**config.mk**
```make
export PLATFORM = sky130hd
export DESIGN_NAME = detector_1011_scheduler_flat
export DESIGN_NICKNAME = d
export VERILOG_FILES = /design/src/rtl/detector_1011_scheduler_if.sv /design/src/rtl/detector_1011_scheduler.sv /design/src/flat_wrapper.sv
export SDC_FILE = /design/constraint.sdc
export NUM_CORES = 1
export LEC_CHECK = 0
export ABC_AREA = 1
export CAP_MARGIN = 20
export CORE_MARGIN = 1.5
export CORE_UTILIZATION = 35
export CTS_BUF_LIST = sky130_fd_sc_hd__clkbuf_8
export DETAILED_ROUTE_END_ITERATION = 6
export SKIP_CTS_REPAIR_TIMING = 1
export SLEW_MARGIN = 20
export SYNTH_ARGS = -nofsm -noshare
export SYNTH_HDL_FRONTEND = slang
export SYNTH_SLANG_ARGS = --single-unit
```
**constraint.sdc**
```tcl
create_clock -name clk -period 1.8 [get_ports clk]
set_input_delay 0.54 -clock clk [delete_from_list [all_inputs] [get_ports clk]]
set_output_delay 0.54 -clock clk [all_outputs]
set_load 0.01 [all_outputs]
```
**src/rtl/detector_1011_scheduler_if.sv**
```systemverilog
// Word-level handshake bundle for detector_1011_scheduler: two request
// channels into the scheduler and one result channel back out.
interface detector_1011_scheduler_if #(
  parameter int WORD_W = 8,
  parameter int CNT_W  = 4
);
  logic              req0_valid;
  logic [WORD_W-1:0] req0_data;
  logic              req0_ready;
  logic              req1_valid;
  logic [WORD_W-1:0] req1_data;
  logic              req1_ready;
  logic              res_valid;
  logic              res_ready;
  logic              res_id;
  logic [CNT_W-1:0]  res_count;
  logic              res_hit;

  modport slave (
    input  req0_valid, req0_data, req1_valid, req1_data, res_ready,
    output req0_ready, req1_ready, res_valid, res_id, res_count, res_hit
  );

  modport master (
    output req0_valid, req0_data, req1_valid, req1_data, res_ready,
    input  req0_ready, req1_ready, res_valid, res_id, res_count, res_hit
  );
endinterface

```
**src/rtl/detector_1011_scheduler.sv**
```systemverilog
// Round-robin sharing of one serial "1011" detector between two word
// requesters: clear, shift the word MSB-first, count hits, report.
module detector_1011_scheduler #(
  parameter int WORD_W = 8,
  parameter int CNT_W  = 4
) (
  input  logic                        clk,
  input  logic                        reset,
  detector_1011_scheduler_if.slave    bus,
  output logic                        det_clr,
  output logic                        det_run,
  input  logic                        det_y,
  output logic                        busy
);

  typedef enum logic [2:0] {
    IDLE,
    CLEAR,
    SHIFT,
    DRAIN,
    REPORT
  } state_t;

  localparam int                IDX_W   = (WORD_W > 1) ? $clog2(WORD_W) : 1;
  localparam logic [IDX_W-1:0]  IDX_TOP = IDX_W'(WORD_W - 1);
  localparam logic [CNT_W-1:0]  CNT_MAX = '1;

  state_t            state;
  state_t            state_nxt;
  logic [WORD_W-1:0] word;
  logic [IDX_W-1:0]  idx;
  logic              id;
  logic              last_grant;
  logic [CNT_W-1:0]  count;
  logic              grant_any;
  logic              grant_id;
  logic              sample;

  // Grant only while out of reset so a producer never sees a transfer
  // that the state register is about to discard.
  always_comb begin
    // NOTE: every signal gets a default first, so no path can infer a latch.
    grant_any = 1'b0;
    grant_id  = 1'b0;
    if (state == IDLE && reset) begin
      if (bus.req0_valid && bus.req1_valid) begin
        grant_any = 1'b1;
        grant_id  = ~last_grant;
      end else if (bus.req0_valid) begin
        grant_any = 1'b1;
        grant_id  = 1'b0;
      end else if (bus.req1_valid) begin
        grant_any = 1'b1;
        grant_id  = 1'b1;
      end
    end
  end

  always_comb begin
    state_nxt = state;
    case (state)
      IDLE:    if (grant_any) state_nxt = CLEAR;
      CLEAR:   state_nxt = SHIFT;
      SHIFT:   if (idx == '0) state_nxt = DRAIN;
      DRAIN:   state_nxt = REPORT;
      REPORT:  if (bus.res_ready) state_nxt = IDLE;
      default: state_nxt = IDLE;
    endcase
  end

  // det_y lags det_run by one cycle: the first SHIFT cycle still shows the
  // cleared detector, and DRAIN carries the response to the last bit.
  assign sample = ((state == SHIFT) && (idx != IDX_TOP)) || (state == DRAIN);

  always_ff @(posedge clk) begin
    if (!reset) begin
      // NOTE: datapath registers are reset too, so every output reads 0 after reset.
      state      <= IDLE;
      word       <= '0;
      idx        <= '0;
      id         <= 1'b0;
      last_grant <= 1'b1;
      count      <= '0;
    end else begin
      // NOTE: non-blocking assignments keep all registers updating from pre-edge values.
      state <= state_nxt;
      case (state)
        IDLE: begin
          if (grant_any) begin
            word       <= grant_id ? bus.req1_data : bus.req0_data;
            id         <= grant_id;
            last_grant <= grant_id;
          end
        end
        CLEAR: begin
          count <= '0;
          idx   <= IDX_TOP;
        end
        SHIFT: begin
          if (idx != '0) idx <= idx - 1'b1;
        end
        default: ;
      endcase
      if (sample && det_y && (count != CNT_MAX)) count <= count + 1'b1;
    end
  end

  assign bus.req0_ready = grant_any && !grant_id;
  assign bus.req1_ready = grant_any && grant_id;
  assign det_clr        = (state == CLEAR);
  assign det_run        = (state == SHIFT) && word[idx];
  assign busy           = (state != IDLE);
  assign bus.res_valid  = (state == REPORT);
  assign bus.res_id     = id;
  assign bus.res_count  = count;
  assign bus.res_hit    = (count != '0);

endmodule

```
**src/flat_wrapper.sv**
```systemverilog
// flat-port wrapper written by rule: the top's interface ports become plain ports
module detector_1011_scheduler_flat 
#(
  parameter int WORD_W = 8,
  parameter int CNT_W  = 4
)
  (clk, reset, det_clr, det_run, det_y, busy, bus_req0_valid, bus_req0_data, bus_req1_valid, bus_req1_data, bus_res_ready, bus_req0_ready, bus_req1_ready, bus_res_valid, bus_res_id, bus_res_count, bus_res_hit);
  detector_1011_scheduler_if #(.WORD_W(WORD_W), .CNT_W(CNT_W)) bus_i ();
  input  logic clk;
  input  logic reset;
  output logic det_clr;
  output logic det_run;
  input  logic det_y;
  output logic busy;
  input wire logic [$bits(bus_i.req0_valid)-1:0] bus_req0_valid;
  input wire logic [$bits(bus_i.req0_data)-1:0] bus_req0_data;
  input wire logic [$bits(bus_i.req1_valid)-1:0] bus_req1_valid;
  input wire logic [$bits(bus_i.req1_data)-1:0] bus_req1_data;
  input wire logic [$bits(bus_i.res_ready)-1:0] bus_res_ready;
  output wire logic [$bits(bus_i.req0_ready)-1:0] bus_req0_ready;
  output wire logic [$bits(bus_i.req1_ready)-1:0] bus_req1_ready;
  output wire logic [$bits(bus_i.res_valid)-1:0] bus_res_valid;
  output wire logic [$bits(bus_i.res_id)-1:0] bus_res_id;
  output wire logic [$bits(bus_i.res_count)-1:0] bus_res_count;
  output wire logic [$bits(bus_i.res_hit)-1:0] bus_res_hit;
  assign bus_i.req0_valid = bus_req0_valid;
  assign bus_i.req0_data = bus_req0_data;
  assign bus_i.req1_valid = bus_req1_valid;
  assign bus_i.req1_data = bus_req1_data;
  assign bus_i.res_ready = bus_res_ready;
  assign bus_req0_ready = bus_i.req0_ready;
  assign bus_req1_ready = bus_i.req1_ready;
  assign bus_res_valid = bus_i.res_valid;
  assign bus_res_id = bus_i.res_id;
  assign bus_res_count = bus_i.res_count;
  assign bus_res_hit = bus_i.res_hit;
  detector_1011_scheduler #(.WORD_W(WORD_W), .CNT_W(CNT_W)) u_core (.clk(clk), .reset(reset), .bus(bus_i), .det_clr(det_clr), .det_run(det_run), .det_y(det_y), .busy(busy));
endmodule
```
==> reports/summary.md, run 1 <==
- **Clock Skew** 0.006886 ns
- **flop and latch count out of synthesis** 20
- **measured slew at the worst slew-check pin** 0.4178 ns
- **final WL** 2872 um
- **half-perimeter wire length of the detailed placement result** 2378 um
- **worst path arrival time** 1.26 ns
- **area leader, netlist** sky130_fd_sc_hd__dfxtp_1
- **share of Yosys cell area claimed by the top area cell type** 34.37%
- **Hold Crit Class** reg -> reg
- **Period Utilization, post-route** 100.1%
- **overall via count from detail_route** 1313
- **chip width** 60.69 um
- **net switching power figure** 793.8 uW
- **largest net degree at the start of global routing** 13
- **Layout Utilization** 58.71%
- **antenna violations before repair** 0
- **share of async-settable or async-resettable flops after synthesis** 0%
- **netlist area before placement** 1165 um2
- **cell area after layout** 1822 um2
- **run status** finished with violations
- **Achievable Freq** 0.5550 GHz
- **hold slack final** 0.4703 ns
- **area added between synthesis and finish** 56.39%
- **number of buffer cells added on primary ports** 33
- **number of global-route vias before repair** 1253
- **drt pass-1 iters** 4
- **Post-Place Worst Slack** -0.7205 ns
- **Die Area** 3683 um2
- **iteration-0 DRC count of the detailed router** 35
- **last weighted congestion value of the routability-driven placer** 0.7460
- **number of inserted diodes** 0
- **wire per inst** 10.04 um
- **Max IR drop VDD** 0.0005187 V
- **flip-flop cell with the highest count after synthesis** sky130_fd_sc_hd__dfxtp_1
- **# clock sinks** 20
- **maximum level of the CTS H-tree** 1
- **first-pass GRT wire length** 5085 um
- **endpoint type of the worst setup path** output pin
- **Warnings, synthesis** 0
- **static leakage power** 0.9744 nW
- **portion of total power attributed to sequential cells** 29.3%
- **final slew viol count** 0
- **effective utilization at floorplan** 37.54%
- **total DRC errors in the routed layout** 0
- **master cell of the clock root buffer** sky130_fd_sc_hd__clkbuf_8
- **Unique masters post-synth** 23
- **fill cell count** 314
- **Area contributors post-synth** sky130_fd_sc_hd__dfxtp_1 34%, sky130_fd_sc_hd__nand2_1 13%, sky130_fd_sc_hd__nor2_1 13%, sky130_fd_sc_hd__inv_1 9.7%, sky130_fd_sc_hd__nand3_1 6.9%
- **core region area** 3103 um2
- **top fanout value on the critical path** 3
- **violated checks** setup timing
- **switching share of power** 36.20%
- **Layout Cells excl Fill** 286
- **average size of a mapped cell** 6.331 um2
- **setup repair after global routing missed its margin** yes
- **TritonCTS clock tree** built
- **kind of start point of the critical path** register
- **data required time of the critical path** 1.26 ns
- **type of the setup path with the least slack** reg -> out
- **total cell area at the placement stage** 1710 um2
- **Final Hold Violating Endpoints** 0
- **EDFF count, synth** 0
- **final critical-path required period** 1.802 ns
- **clock latency reported for the late side of the worst-skew pair** 0.26 ns
- **number of nets in the layout** 270
- **Site Rows** 20
- **sequential fraction of the synthesis area** 34.37%
- **gate count of the mapped netlist** 184
- **part of the power in the clock network** 20.6%
- **Slew Limit Headroom** 72.02%
- **CTS Buf Count** 3
- **ratio of routed vias to standard cells** 4.591
- **number of top-level pins** 34
- **most frequent cells in the layout** 40 x sky130_fd_sc_hd__nand2_1, 37 x sky130_fd_sc_hd__nor2_1, 28 x sky130_fd_sc_hd__inv_1
- **power density relative to cell area** 1204 nW/um2
- **Final Setup Violations** 1
- **cell total after placement** 281
- **DRT antenna net count** 0
- **combinational share of power** 50.2%
- **register clock-pin slew on the reported worst setup and hold paths** 0.08 ns
- **number of max-cap violations** 0
- **maximum clock insertion buffer count** 2
- **crit path setup slack, layout** -0.001701 ns
- **leftover overflow at the end of global routing** 0
- **layout cells sized above 1** 21.07%
- **Post-Syn Nets** 211
- **total internal power** 1.399 mW
- **Tot GR Track Use** 18.53%
- **most common cell after layout, fill and taps aside** sky130_fd_sc_hd__nand2_1
- **die boundary height** 60.69 um
==> final timing paths <==
| check | slack [ns] | end | startpoint | cells after the start |
|---|---|---|---|---|
| setup / recovery | -0.002 | bus_res_valid | u_core.state[0]$_SDFFE_PN0P_ | 4 |
| hold / removal | 0.47 | u_core.last_grant$_SDFFE_PN1P_ | u_core.last_grant$_SDFFE_PN1P_ | 2 |
| hold reg to reg | 0.47 | u_core.last_grant$_SDFFE_PN1P_ | u_core.last_grant$_SDFFE_PN1P_ | 2 |
| setup reg to reg | 0.38 | u_core.bus.res_count[3]$_SDFFE_PN0P_ | u_core.idx[0]$_SDFFE_PN0P_ | 5 |
==> synth_stat cells, types with 2 or more instances <==
library cell and number:
sky130_fd_sc_hd__nand2_1 41, sky130_fd_sc_hd__nor2_1 39, sky130_fd_sc_hd__inv_1 30, sky130_fd_sc_hd__dfxtp_1 20
sky130_fd_sc_hd__nand3_1 16, sky130_fd_sc_hd__o21ai_0 8, sky130_fd_sc_hd__a21oi_1 6, sky130_fd_sc_hd__ha_1 5
sky130_fd_sc_hd__clkbuf_1 2, sky130_fd_sc_hd__nand4_1 2, sky130_fd_sc_hd__nor2_2 2, sky130_fd_sc_hd__nor2_4 2
==> area by class of cell <==
cell class / count / area [um2] / area share, %
Sequential cell: 20 / 411.6 / 22.60
Multi-Input combinational cell: 131 / 651.9 / 35.78
Clock inverter: 1 / 30.03 / 1.648
Clock buffer: 3 / 41.29 / 2.266
Tap cell: 44 / 55.05 / 3.022
Inverter: 30 / 112.6 / 6.181
Timing Repair Buffer: 57 / 519.2 / 28.50
==> per-stage QoR <==
stage	setup TNS, ns	total power, mW
after floorplan	0	1.210
after global placement	-2.664	1.684
after detailed placement	-2.897	1.715
after CTS	-3.009	2.172
after global routing	-0.1641	2.394
final	-0.001701	2.192
==> sequential cells by signal, indices dropped and copies added (netlist names) <==
register / count
u_core.last_grant: 1
u_core.bus.res_id: 1
u_core.word: 8
u_core.idx: 3
u_core.bus.res_count: 4
u_core.state: 3
==> per-layer routing <==
metal  track usage [%]  wire length, um  up-vias  share of wire [%]
met5                 0                0        -                  0
met4             10.25               47        0                1.6
met3             2.772               93        5                3.2
met2             30.57             1423       21                 50
met1             23.11             1307      601                 46
li1                  -                -      686                  -
==> worst max-delay path, stage by stage, from the launching register on <==
cell                      delay, ns
sky130_fd_sc_hd__dfxtp_4       0.36
sky130_fd_sc_hd__buf_4         0.14
sky130_fd_sc_hd__buf_4         0.13
sky130_fd_sc_hd__nor3_1        0.20
sky130_fd_sc_hd__buf_2         0.17
==> cells by family (layout without fill, tap and decap cells) <==
logic type / count (synthesis) / count (layout) / share of synthesized area (%)
AND/OR/NAND/NOR: 106 / 106 / 39.63
buffers and inverters: 33 / 91 / 10.74
flip-flops: 20 / 20 / 34.37
AO/OA/AOI/OAI: 19 / 19 / 9.132
adder cells (fa/ha/maj): 5 / 5 / 5.371
XOR/XNOR: 1 / 1 / 0.7520
==> power groups by stage <==
| stage | sequential (mW) | clock [mW] | combinational, mW |
|---|---|---|---|
| 2_1_floorplan | 0.632 | 0 | 0.578 |
| 3_3_place_gp | 0.640 | 0 | 1.04 |
| 3_5_place_dp | 0.642 | 0 | 1.07 |
| 4_1_cts | 0.632 | 0.461 | 1.08 |
| 5_1_grt | 0.654 | 0.488 | 1.25 |
| 6_report | 0.642 | 0.451 | 1.10 |
No activity file was read; power rests on OpenSTA's default activity.
==> run 2: changes to the inputs <==
CORE_UTILIZATION = 48   (was 35)
PLACE_DENSITY = 0.81   (was not set)
==> run 2 against run 1 <==
Against the previous run:
- the run still ends with setup timing left
- count of clock-buffer cells in the layout grew 1
- sequential cell count is the same
- maximum frequency shrank 0.29%
- register-to-register slack lost 0.05 ns
- global-route usage grew 7.9 points
- total power shrank 3.9%
- sequential power is essentially flat
- non-clock buffer count shrank 2
- via count grew 1.9%
- highest routed layer unchanged
==> reports/summary.md, run 2 (synthesis gave the netlist of run 1 again) <==
- **layout cells sized above 1** 18.33%
- **worst path arrival time** 1.27 ns
- **endpoint type of the worst setup path** output pin
- **Max IR drop VDD** 0.0007691 V
- **Top cell by count, worst path** sky130_fd_sc_hd__nor2_1
- **final slew viol count** 0
- **drt pass-1 iters** 4
- **Final Hold Violating Endpoints** 0
- **total cell area at the placement stage** 1675 um2
- **crit path setup slack, layout** -0.007002 ns
- **run status** finished with violations
- **Tot GR Track Use** 26.40%
- **Die Area** 2731 um2
- **measured slew at the worst slew-check pin** 0.3322 ns
- **max reg flops** 8
- **register with the most flip-flops** u_core.word
- **most common cell after layout, fill and taps aside** sky130_fd_sc_hd__nand2_1
- **clock latency reported for the late side of the worst-skew pair** 0.26 ns
- **register clock-pin slew on the reported worst setup and hold paths** 0.08 ns
- **Hold Crit Class** reg -> reg
- **number of global-route vias before repair** 1315
- **setup repair after global routing missed its margin** yes
- **power density relative to cell area** 1181 nW/um2
- **number of nets in the layout** 268
- **Layout Utilization** 79.13%
- **last weighted congestion value of the routability-driven placer** 0.7944
- **total internal power** 1.274 mW
- **number of max-cap violations** 0
- **net switching power figure** 832.6 uW
- **overall via count from detail_route** 1338
- **total DRC errors in the routed layout** 0
- **switching share of power** 39.51%
- **# clock sinks** 20
- **maximum clock insertion buffer count** 2
- **effective utilization at floorplan** 51.66%
- **number of top-level pins** 34
- **ordered cell list for the critical path** inv_2 > nor2_1 > o22ai_1 > nor2_1 > nor2_1 > buf_2
- **worst hold stages** 2
- **DRT antenna net count** 0
- **Clock Skew** 0.003125 ns
- **half-perimeter wire length of the detailed placement result** 2391 um
- **Final Setup Violations** 1
- **maximum level of the CTS H-tree** 1
- **Site Rows** 17
- **combinational share of power** 53.0%
- **delay of the slowest cell on the worst path** 0.37 ns
- **number of buffer cells added on primary ports** 33
- **type of the setup path with the least slack** reg -> out
- **leftover overflow at the end of global routing** 0
- **Critical-path top delay cell** sky130_fd_sc_hd__dfxtp_4
- **chip width** 52.26 um
- **wire per inst** 12.12 um
- **core region area** 2255 um2
- **violated checks** setup timing
- **largest net degree at the start of global routing** 12
- **final WL** 3247 um
- **ratio of routed vias to standard cells** 4.993
- **cell total after placement** 263
- **final critical-path required period** 1.807 ns
- **data required time of the critical path** 1.26 ns
- **static leakage power** 1.021 nW
- **CTS Buf Count** 3
- **first-pass GRT wire length** 5388 um
- **top fanout value on the critical path** 6
- **Layout Cells excl Fill** 268
- **iteration-0 DRC count of the detailed router** 29
- **die boundary height** 52.26 um
- **TritonCTS clock tree** built
- **Post-Place Worst Slack** -0.7069 ns
- **Slew Limit Headroom** 77.75%
- **cell count of the worst reg-to-reg path** 8
- **cell area after layout** 1784 um2
- **kind of start point of the critical path** register
- **area added between synthesis and finish** 53.17%
- **Period Utilization, post-route** 100.4%
- **number of inserted diodes** 0
- **portion of total power attributed to sequential cells** 30.5%
- **antenna violations before repair** 0
- **master cell of the clock root buffer** sky130_fd_sc_hd__clkbuf_8
- **Achievable Freq** 0.5534 GHz
- **part of the power in the clock network** 16.5%
- **most frequent cells in the layout** 40 x sky130_fd_sc_hd__nand2_1, 38 x sky130_fd_sc_hd__nor2_1, 28 x sky130_fd_sc_hd__inv_1
-- run 2: layout make-up --
type | instances | area (um2)
clock buffer | 4 | 55.05
fill | 164 | 470.5
sequential | 20 | 406.6
multi-input combinational | 131 | 661.9
tap | 28 | 35.03
timing repair buffer | 55 | 513.0
inverter | 30 | 112.6
-- run 2: power groups by stage --
stage	clock (mW)	sequential (mW)	combinational, mW
after global placement	0	0.627	1.02
after floorplan	0	0.632	0.578
after global routing	0.370	0.655	1.24
final	0.347	0.643	1.12
after CTS	0.353	0.624	1.09
after detailed placement	0	0.631	1.06
-- run 2: final timing paths --
kind                             startpoint                             end  slack (ns)
max              u_core.idx[0]$_SDFFE_PN0P_                         det_run      -0.007
min          u_core.last_grant$_SDFFE_PN1P_  u_core.last_grant$_SDFFE_PN1P_        0.50
max reg2reg      u_core.idx[0]$_SDFFE_PN0P_      u_core.idx[0]$_SDFFE_PN0P_        0.33
min reg2reg  u_core.last_grant$_SDFFE_PN1P_  u_core.last_grant$_SDFFE_PN1P_        0.50
-- run 2: layer usage --
metal | part of all wire [%] | up-vias | GRT usage [%]
met4 | 1.2 | 0 | 8.120
met3 | 4.9 | 5 | 3.429
li1 | - | 682 | -
met1 | 40 | 606 | 28.77
met5 | 0 | - | 0
met2 | 54 | 45 | 51.90
-- run 2: critical path: cells and delay by family (launching register included) --
kind	cells	cell delay (ns)
buf+inv	2	0.23
simple gates	3	0.22
flops	1	0.37
compound gates	1	0.19
-- run 2: per-stage QoR --
step	TNS (ns)	hold slack [ns]	total power, mW
after floorplan	0	0.4287	1.210
after global placement	-2.339	0.4485	1.643
after detailed placement	-2.684	0.4513	1.695
after CTS	-2.825	0.4860	2.063
after global routing	-0.1217	0.5329	2.265
final	-0.007002	0.5044	2.107
==> run 3: changes to the inputs <==
ABC_CLOCK_PERIOD_IN_PS = 2000   (was not set)
clock period = 2 ns   (was 1.8 ns; I/O delays follow)
==> run 3 against run 2 <==
Against the previous run:
- total power down 12%
- sequential power down 10%
- largest power group unchanged
- the flow now finishes without violations
- critical endpoint is now bus_res_count[2]
- critical path type unchanged
- die area stayed put
- cell area shrank 1.1%
- routed wire length down 4.0%
- worst setup slack improved by 0.11 ns
- combinational power shrank 13%
- via count rose by 0.45%
- final cell count did not move
==> reports/summary.md, run 3 (synthesis gave the netlist of run 1 again) <==
- **effective utilization at floorplan** 51.66%
- **CTS Buf Count** 3
- **Layout Cells excl Fill** 268
- **max reg flops** 8
- **Hold Crit Class** reg -> reg
- **last weighted congestion value of the routability-driven placer** 0.7845
- **number of buffer cells added on primary ports** 33
- **cell count of the worst reg-to-reg path** 8
- **Achievable Freq** 0.5263 GHz
- **first-pass GRT wire length** 5278 um
- **# clock sinks** 20
- **cell total after placement** 262
- **Die Area** 2731 um2
- **Max IR drop VDD** 0.0006936 V
- **Final Hold Violating Endpoints** 0
- **static leakage power** 0.9615 nW
- **type of the setup path with the least slack** reg -> out
- **endpoint type of the worst setup path** output pin
- **layout cells sized above 1** 17.08%
- **combinational share of power** 52.2%
- **fill cell count** 171
- **DRT antenna net count** 0
- **delay of the slowest cell on the worst path** 0.58 ns
- **power density relative to cell area** 1053 nW/um2
- **critical path depth** 1
- **number of max-cap violations** 0
- **worst hold stages** 2
- **Tot GR Track Use** 25.72%
- **register clock-pin slew on the reported worst setup and hold paths** 0.08 ns
- **Critical-path top delay cell** sky130_fd_sc_hd__clkdlybuf4s50_1
- **measured slew at the worst slew-check pin** 0.3512 ns
- **ratio of routed vias to standard cells** 5.015
- **part of the power in the clock network** 16.7%
- **top fanout value on the critical path** 8
- **leftover overflow at the end of global routing** 0
- **Period Utilization, post-route** 95.00%
- **half-perimeter wire length of the detailed placement result** 2371 um
- **most common cell after layout, fill and taps aside** sky130_fd_sc_hd__nand2_1
- **final critical-path required period** 1.900 ns
- **maximum level of the CTS H-tree** 1
- **largest net degree at the start of global routing** 12
- **crit path setup slack, layout** 0.09991 ns
- **data required time of the critical path** 1.40 ns
- **total internal power** 1.136 mW
- **clock latency reported for the late side of the worst-skew pair** 0.26 ns
- **antenna violations before repair** 0
- **total DRC errors in the routed layout** 0
- **count of buffer and inverter cells on the critical path** 1
- **Site Rows** 17
- **most frequent cells in the layout** 39 x sky130_fd_sc_hd__nand2_1, 38 x sky130_fd_sc_hd__nor2_1, 30 x sky130_fd_sc_hd__inv_1
- **setup repair after global routing missed its margin** no
- **worst path arrival time** 1.30 ns
- **number of inserted diodes** 0
- **master cell of the clock root buffer** sky130_fd_sc_hd__clkbuf_8
- **iteration-0 DRC count of the detailed router** 26
- **portion of total power attributed to sequential cells** 31.1%
- **Slew Limit Headroom** 76.48%
- **final slew viol count** 0
- **register with the most flip-flops** u_core.word
- **Final Setup Violations** 0
- **kind of cell with the highest combined delay on the critical path** buffers and inverters
- **wire per inst** 11.63 um
- **setup TNS** 0 ns
- **kind of start point of the critical path** register
- **number of top-level pins** 34
- **number of nets in the layout** 268
- **switching share of power** 38.83%
- **die boundary height** 52.26 um
- **run status** finished clean
- **overall via count from detail_route** 1344
- **TritonCTS clock tree** built
- **number of global-route vias before repair** 1348
- **ordered cell list for the critical path** clkdlybuf4s50_1
- **chip width** 52.26 um
- **area added between synthesis and finish** 51.45%
- **Post-Place Worst Slack** -0.6262 ns
- **maximum clock insertion buffer count** 2
- **Clock Skew** 0.003006 ns
- **core region area** 2255 um2
- **net switching power figure** 721.2 uW
- **final WL** 3117 um
- **drt pass-1 iters** 4
-- run 3: path summary, 6_finish.rpt --
path / slack [ns] / endpoint / from
worst max register to register: 0.55 / u_core.idx[0]$_SDFFE_PN0P_ / u_core.idx[0]$_SDFFE_PN0P_
worst max-delay path: 0.1 / bus_res_count[2] / u_core.bus.res_count[2]$_SDFFE_PN0P_
worst min register to register: 0.47 / u_core.last_grant$_SDFFE_PN1P_ / u_core.last_grant$_SDFFE_PN1P_
worst min-delay path: 0.47 / u_core.last_grant$_SDFFE_PN1P_ / u_core.last_grant$_SDFFE_PN1P_
-- run 3: power groups by stage --
stage	clock network (mW)	logic (mW)	registers [mW]
4_1_cts	0.313	0.956	0.570
5_1_grt	0.333	1.08	0.589
2_1_floorplan	0	0.520	0.569
6_report	0.311	0.970	0.577
3_5_place_dp	0	0.936	0.579
3_3_place_gp	0	0.900	0.573
-- run 3: worst register-to-register path, cell delays in order (launching register included) --
cell and delay (ns):
sky130_fd_sc_hd__dfxtp_2 0.35, sky130_fd_sc_hd__inv_1 0.13, sky130_fd_sc_hd__buf_4 0.14, sky130_fd_sc_hd__ha_1 0.13, sky130_fd_sc_hd__inv_1 0.04, sky130_fd_sc_hd__o21ai_2 0.20, sky130_fd_sc_hd__nand2_1 0.13, sky130_fd_sc_hd__nor2_1 0.13
sky130_fd_sc_hd__nor2_1 0.08
-- run 3: routing by layer --
layer / track usage [%] / routed length [um] / up-vias
li1: - / - / 683
met1: 26.92 / 1298 / 612
met2: 49.79 / 1587 / 43
met3: 4.000 / 175 / 6
met4: 11.11 / 56 / 0
met5: 0 / 0 / -
-- run 3: metrics by stage --
step	total power [mW]	utilization [%]	hold slack, ns	area [um2]
final	1.857	78.25	0.4660	1764
after global routing	1.997	78.25	0.4889	1764
after CTS	1.839	76.42	0.4703	1723
after detailed placement	1.515	73.97	0.4679	1668
after global placement	1.473	73.97	0.4492	1668
after floorplan	1.089	-	0.4287	1165
-- run 3: cell type report --
cell class | count | area [um2] | area share [%]
multi-input combinational | 131 | 646.9 | 36.67
timing repair buffer | 55 | 511.7 | 29.01
sequential | 20 | 402.9 | 22.84
inverter | 30 | 112.6 | 6.383
clock buffer | 4 | 55.05 | 3.121
tap | 28 | 35.03 | 1.986
